### config.mk
export PLATFORM = sky130hd
export DESIGN_NAME = mem_ctrl
export DESIGN_NICKNAME = d
export VERILOG_FILES = /design/src/rtl/mem_ctrl_pkg.sv /design/src/rtl/mem_ctrl.sv
export SDC_FILE = /design/constraint.sdc
export NUM_CORES = 1
export LEC_CHECK = 0
export BUFFER_PORTS_ARGS = -buffer_cell sky130_fd_sc_hd__buf_4
export CELL_PAD_IN_SITES_DETAIL_PLACEMENT = 0
export CELL_PAD_IN_SITES_GLOBAL_PLACEMENT = 1
export CORE_MARGIN = 4
export CORE_UTILIZATION = 35
export CTS_BUF_LIST = sky130_fd_sc_hd__clkbuf_8
export DETAILED_ROUTE_END_ITERATION = 6
export GPL_TIMING_DRIVEN = 0
export PLACE_DENSITY_LB_ADDON = 0.05
export SYNTH_ARGS = -nofsm -noshare
export SYNTH_HDL_FRONTEND = slang
export SYNTH_SLANG_ARGS = --single-unit
### constraint.sdc
create_clock -name clk -period 8.44 [get_ports clk]
set_input_delay 0.844 -clock clk [delete_from_list [all_inputs] [get_ports clk]]
set_output_delay 0.844 -clock clk [all_outputs]
set_load 0.02 [all_outputs]
### src/rtl/mem_ctrl_pkg.sv
// Shared types for the byte-wide RAM port controller: request widths,
// FSM state encodings and the RAM byte type.
package mem_ctrl_pkg;

  typedef logic [1:0] mem_req_t;
  localparam mem_req_t MEM_REQ_NONE = 2'b00;
  localparam mem_req_t MEM_REQ_BYTE = 2'b01;
  localparam mem_req_t MEM_REQ_HALF = 2'b10;
  localparam mem_req_t MEM_REQ_WORD = 2'b11;

  typedef logic [7:0] ram_byte_t;

  typedef enum logic [1:0] {
    MEMCTRL_IDLE  = 2'd0,
    MEMCTRL_READ  = 2'd1,
    MEMCTRL_WRITE = 2'd2,
    MEMCTRL_DONE  = 2'd3
  } memctrl_state_e;

  // Number of byte beats for a request width.
  function automatic logic [2:0] req_bytes(input mem_req_t r);
    case (r)
      MEM_REQ_BYTE: req_bytes = 3'd1;
      MEM_REQ_HALF: req_bytes = 3'd2;
      default:      req_bytes = 3'd4;
    endcase
  endfunction

endpackage

### src/rtl/mem_ctrl.sv
// Arbitrates IF and MEM-stage requests onto one byte-wide synchronous RAM
// port, serializing each access into little-endian byte beats.
module mem_ctrl
  import mem_ctrl_pkg::*;
#(
  parameter int ADDR_WIDTH = 17,
  parameter int DATA_WIDTH = 32
) (
  input  logic                  clk,
  input  logic                  rst,
  input  logic                  if_req_i,
  input  logic [ADDR_WIDTH-1:0] if_addr_i,
  output logic [DATA_WIDTH-1:0] if_data_o,
  output logic                  if_valid_o,
  input  logic [1:0]            mem_read_req_i,
  input  logic [1:0]            mem_write_req_i,
  input  logic [ADDR_WIDTH-1:0] mem_addr_i,
  input  logic [DATA_WIDTH-1:0] mem_wdata_i,
  output logic [DATA_WIDTH-1:0] mem_data_o,
  output logic                  mem_valid_o,
  input  logic [7:0]            ram_din_i,
  output logic [7:0]            ram_dout_o,
  output logic [ADDR_WIDTH-1:0] ram_a_o,
  output logic                  ram_wr_o
);

  memctrl_state_e        state;
  logic [2:0]            cnt;
  logic [2:0]            nbytes;
  logic                  owner_if;
  logic [DATA_WIDTH-1:0] wbuf;
  logic [DATA_WIDTH-1:0] asm_q;
  logic [DATA_WIDTH-1:0] asm_next;
  logic [1:0]            cap_idx;

  // Read data trails the address by one cycle, so beat cnt carries byte cnt-1.
  assign cap_idx = cnt[1:0] - 2'd1;

  always_comb begin
    asm_next = asm_q;
    if (cnt != 3'd0) asm_next[{cap_idx, 3'b000} +: 8] = ram_din_i;
  end

  always_ff @(posedge clk or posedge rst) begin
    if (rst) begin
      state       <= MEMCTRL_IDLE;
      cnt         <= '0;
      nbytes      <= '0;
      owner_if    <= 1'b0;
      wbuf        <= '0;
      asm_q       <= '0;
      ram_a_o     <= '0;
      ram_dout_o  <= '0;
      ram_wr_o    <= 1'b0;
      if_data_o   <= '0;
      if_valid_o  <= 1'b0;
      mem_data_o  <= '0;
      mem_valid_o <= 1'b0;
    end else begin
      if_valid_o  <= 1'b0;
      mem_valid_o <= 1'b0;
      case (state)
        MEMCTRL_IDLE: begin
          cnt   <= '0;
          asm_q <= '0;
          if (mem_write_req_i != MEM_REQ_NONE) begin
            state      <= MEMCTRL_WRITE;
            nbytes     <= req_bytes(mem_write_req_i);
            owner_if   <= 1'b0;
            ram_a_o    <= mem_addr_i;
            ram_wr_o   <= 1'b1;
            ram_dout_o <= mem_wdata_i[7:0];
            wbuf       <= mem_wdata_i >> 8;
          end else if (mem_read_req_i != MEM_REQ_NONE) begin
            state    <= MEMCTRL_READ;
            nbytes   <= req_bytes(mem_read_req_i);
            owner_if <= 1'b0;
            ram_a_o  <= mem_addr_i;
          end else if (if_req_i) begin
            state    <= MEMCTRL_READ;
            nbytes   <= 3'd4;
            owner_if <= 1'b1;
            ram_a_o  <= if_addr_i;
          end
        end
        MEMCTRL_READ: begin
          cnt <= cnt + 3'd1;
          if (cnt + 3'd1 < nbytes) ram_a_o <= ram_a_o + ADDR_WIDTH'(1);
          if (cnt != 3'd0) asm_q <= asm_next;
          if (cnt == nbytes) begin
            state <= MEMCTRL_DONE;
            if (owner_if) begin
              if_data_o  <= asm_next;
              if_valid_o <= 1'b1;
            end else begin
              mem_data_o  <= asm_next;
              mem_valid_o <= 1'b1;
            end
          end
        end
        MEMCTRL_WRITE: begin
          cnt <= cnt + 3'd1;
          if (cnt + 3'd1 < nbytes) begin
            ram_a_o    <= ram_a_o + ADDR_WIDTH'(1);
            ram_dout_o <= wbuf[7:0];
            wbuf       <= wbuf >> 8;
          end else begin
            ram_wr_o    <= 1'b0;
            state       <= MEMCTRL_DONE;
            mem_valid_o <= 1'b1;
          end
        end
        default: state <= MEMCTRL_IDLE;
      endcase
    end
  end

endmodule
Word-level counts from Yosys, hierarchy flattened
Cells that the tools add are included.
- flip-flop bits (word level): 165
- input bits: 81
- output and inout bits: 92
- word-level logic and storage cells: 92
- $add $sub $neg: 4
- magnitude comparators: 1
- equality and inequality tests: 14
- shift operators: 2
- muxes and demuxes: 40
- bitwise logic cells: 1
- reductions and logical operators: 17
- operators with widths (operator ; count):
    $mux 32 ; 4
    $pmux 32 s2 ; 2
    $mux 17 ; 4
    $pmux 17 s2 ; 1
    $bwmux 32 ; 1
    $shift 8x7->32 const A ; 1
    $shiftx 8x7->32 ; 1
    $pmux 3 s2 ; 3
    $reduce_and 3->1 ; 6
    $add 17x1->17 const B ; 1
    $mux 8 ; 2
    $pmux 8 s2 ; 1
    $mux 1 ; 11
    $mux 2 ; 5
    $ne 2x2->1 const B ; 5
    $reduce_bool 2->1 ; 5
    $mux 3 ; 3
    $neg 5->7 ; 1
    $eq 2x1->1 const B ; 3
    $eq 2x2->1 const B ; 3
    $pmux 2 s3 ; 1
    $reduce_bool 3->1 ; 2
    $ne 4x4->1 const B ; 1
    $pmux 1 s2 ; 2
    9 further kinds ; 10

Longest topological paths before layout
- depth in word-level cells: 7
- gate-level depth with buffers: 9
- depth with buffers taken out: 7

Worst setup path after synthesis
Ideal clock, no wire load.
- path kind: register to register
- start point: register cnt[0]
- end point: register ram_a_o[13]
- library setup time: 0.128 ns
- arrival time: 2.657 ns
- data required time: 8.312 ns
- slack: 5.655 ns
- cell stages (with the launch flop): 10
- path buffers: 2
- clock period less this slack: 2.785 ns
- cells stage by stage: dfrtp_1 -> clkbuf_1 -> inv_1 -> ha_1 -> ha_1 -> and3b_1 -> buf_6 -> or4_1 -> nor4_1 -> nor3_1
- longest elaborated chain between the ends: 4
- ends and longest elaborated chain (element ; line ; RTL):
    start: declaration ; mem_ctrl.sv:28 ; logic [2:0] cnt;
    start signal: assignment ; mem_ctrl.sv:87 ; cnt <= cnt + 3'd1;
    start signal: assignment ; mem_ctrl.sv:102 ; cnt <= cnt + 3'd1;
    $add 3x1->3 ; mem_ctrl.sv:88, mem_ctrl.sv:103 ;
    $lt 3x3->1 ; mem_ctrl.sv:88, mem_ctrl.sv:103 ;
    $ne 2x1->1 (no line) ; n/a ;
    $reduce_and 3->1 (no line) ; n/a ;
    end signal: assignment ; mem_ctrl.sv:83 ; ram_a_o <= if_addr_i;
    end signal: assignment ; mem_ctrl.sv:88 ; if (cnt + 3'd1 < nbytes) ram_a_o <= ram_a_o + ADDR_WIDTH'(1);
    end signal: assignment ; mem_ctrl.sv:104 ; ram_a_o <= ram_a_o + ADDR_WIDTH'(1);
    end: declaration ; mem_ctrl.sv:23 ; output logic [ADDR_WIDTH-1:0] ram_a_o,
No other way between the ends.
A chain may end at the register's enable or synchronous reset.

Worst setup path in the final report
- start point: register cnt[0]
- end point: register ram_a_o[12]
The elaborated chain is that of the path after synthesis.

==> flow_summary.toml <==
[die]
start_util_pct = 35.5
die_w_um = 157
core-area_sq_um = 21800
dieArea_sq_um = 24600
die_h_um = 157
ios = 173
core.rowCount = 54

[sta]
fin_crit_sh_pct = 42.2
rsz0062_at_grt = "false"
finalSetupTns_ns = 0
skew_ns = 0.0180
fin_crit_ns = 3.56
setup_viol = 0
fmax_mhz = 281
maxSlewHeadroom_pct = 30.0
worst_pin_slew_ns = 1.04
drv_slew = 0
hold_violations = 0

[global_route]
grt_usage_pct = 16.6
grt_pass1_wl_um = 32300
grtUsageMet1_pct = 22.1
grt-ovfl-total = 0
met2_usage_pct = 26.9
grt_antenna_before_repair = 0
grt_start_max_net_pins = 94
grt_pass1_vias = 6026
top_usage_layer = "met2"
grtUsageMet3_pct = 4.51

[worst_setup_path]
crit_fanout = 10
worst_ep_arrival_time_ns = 3.94
crit_buf_inv = 3
slowest_stage = "nor4_1"
path_class = "reg -> reg"
end_kind = "flip-flop"
crit_chain = "clkbuf_1 > inv_1 > ha_1 > ha_1 > and3b_1 > buf_6 > nor4_1 > a311oi_1 > nor3_1"
ff2ff_path_depth = 9
critical_path_depth = 9
cpPeakStageDelay_ns = 0.89
r2r_slack_ns = 4.88
crit_family = "simple AND/OR/NAND/NOR gates"
path_common_cell = "ha_1"
critPathRequiredTime_ns = 8.81
cp-start-kind = "flip-flop"

[finish]
final_cells = 1121
antenna_cells = 0
area_growth_pct = 26.6
final_nets = 929
design_area_sq_um = 9810
final_layout_size_suffix_gt1_share_pct = 42.7

[logic_synthesis]
synth_top_area_share_pct = 50.7
synth_top_family_by_area = "multiplexers"
synth_cell_types = 50
yosysSeqAreaShare_pct = 50.7
yosys-top-cells-count = "dfrtp_1, mux2_2, a22o_1"
synthFlopType = "dfrtp_1"
synthArstFlopShare_pct = 100
synthSimpleGateAreaFrac_pct = 9.19
synth_xor_area_share_pct = 0.339
syn_nets = 737
yosysMostFrequentCell = "dfrtp_1"
synth_mux_area_share_pct = 22.1
synth_edf_count = 0
syn_area_sq_um = 7750
synth_compound_area_share_pct = 11.2
ys_warn_count = 0
synthAdderAreaFrac_pct = 3.23
synth_largest_area_cell = "dfrtp_1"
syn_avg_cell_area_sq_um = 12.2
synth_seq_cells = 157
ys_top_cells_by_area = "dfrtp_1, mux2_2, a22o_1, ha_1, mux2_1"
syn_inst = 636

[clocking]
cts_hold_buf = 0
clk_path_buf_depth = 2
cts_tree = "built"
clock_sinks = 157
cts_max_level = 4
numCtsBuffers = 17
post_cts_buffers = 0
clock_latency_ns = 0.45
clkTransAtPathRegs_ns = 0.10
cts_resized = 0
cts_root_buf = "clkbuf_8"

[drt]
drt-initial-drc-count = 220
drtAntennaViolNets = 0
viasPerCell = 5.18
drt-wirelength-per-cell_um = 18.2
wl_um = 20400
remaining_drc_errors = 0
dr.pass1.iters = 4
via_count = 5804

[power]
power.share.clock_pct = 15.8
intPower_mw = 2.01
sw_frac_of_total_pct = 42.5
p_sw_mw = 1.49
p_leak_nw = 4.67
power_density_nw_per_um2 = 357
combPwrFrac_pct = 51.2
ir_worst_vdd_mv = 0.127
seqPwrFrac_pct = 32.9

[placed_design]
place_hpwl_um = 14900
placedInstanceArea_sq_um = 9430
portBuffers = 172
gp_congestion = 0.776
dp_cells = 1089

[min_path]
hold_class = "in -> async"

[status]
outcome = "finished, final reports clean"

[flow_run]
cap_viol_max_count = 0
## per-layer routing
metal	wire length (um)	up-vias
met4	272	0
met2	9700	147
met5	0	-
li1	-	2744
met1	9420	2895
met3	1010	18
## flip-flops by register name, summed over array words and instances, names as in the netlist
register	cells
asm_q	32
cnt	3
if_data_o	32
if_valid_o	1
mem_data_o	32
mem_valid_o	1
nbytes	3
owner_if	1
ram_a_o	17
ram_dout_o	8
ram_wr_o	1
state	2
wbuf	24
## cell usage in the layout, fill, tap and decap left out, types with 2 or more instances in the layout
cell	Yosys	routed
nor2_1	15	15
nor2b_1	10	10
and3_1	4	4
buf_4	0	172
a211oi_1	7	7
nand2b_1	10	10
nand2_1	36	36
a311oi_1	3	3
nor3_1	18	18
o2bb2ai_1	8	8
inv_6	0	6
o21ai_0	13	13
inv_1	18	18
clkbuf_1	16	16
clkbuf_8	0	18
buf_2	13	13
inv_8	0	2
o31ai_1	2	2
nand4_1	3	3
o22ai_1	15	15
o41ai_1	8	8
a21oi_1	11	11
and4_1	2	2
ha_1	20	20
or3_1	4	4
clkinvlp_4	0	3
mux2_2	132	132
dfrtp_1	157	157
buf_6	4	4
a31oi_1	2	2
nor4_1	8	8
a22o_1	40	40
mux2_1	13	13
xor2_1	3	3
a21o_1	3	3
mux2i_1	8	8
nand3_1	12	12
## final cells by class
type | instances | area, sq um
clock buffers | 18 | 248
well taps | 280 | 350
flip-flops and latches | 157 | 3930
repair buffers | 173 | 1320
clock inverters | 14 | 134
plain buffers | 35 | 179
inverters | 19 | 78.8
multi-input cells | 425 | 3570
fillers | 2108 | 12000
## per-stage QoR
stage | hold slack, ns | worst slack (ns) | util, % | total power, mW
2_1_floorplan | 0.454 | 3.36 | - | 2.37
3_3_place_gp | 0.469 | 1.42 | 43.0 | 2.94
5_1_grt | 0.424 | 4.64 | 44.9 | 3.75
3_5_place_dp | 0.476 | 4.94 | 43.2 | 2.98
4_1_cts | 0.407 | 4.91 | 44.9 | 3.55
6_report | 0.418 | 4.88 | 44.9 | 3.50
## power groups by stage
stage          sequential [mW]  clock (mW)  combinational, mW
2_1_floorplan             1.29           0               1.07
3_3_place_gp              1.16           0               1.78
3_5_place_dp              1.17           0               1.81
4_1_cts                   1.15       0.579               1.82
5_1_grt                   1.18       0.606               1.96
6_report                  1.15       0.554               1.79
## final timing paths
kind / to / startpoint
max: ram_a_o[12] / cnt[0]
min: mem_data_o[5] / rst
max reg2reg: ram_a_o[12] / cnt[0]
min reg2reg: mem_data_o[0] / mem_data_o[0]
max in group asynchronous: asm_q[10] / rst
min in group clk: mem_data_o[0] / mem_data_o[0]
## cell families (layout without fill, tap and decap cells)
logic type	after synthesis	in the layout
flops	157	157
simple gates	133	133
fa+ha+maj	20	20
xor+xnor	3	3
compound gates	116	116
mux	153	153
buf+inv	54	259
Note: power is estimated with default switching activity, not from simulation.
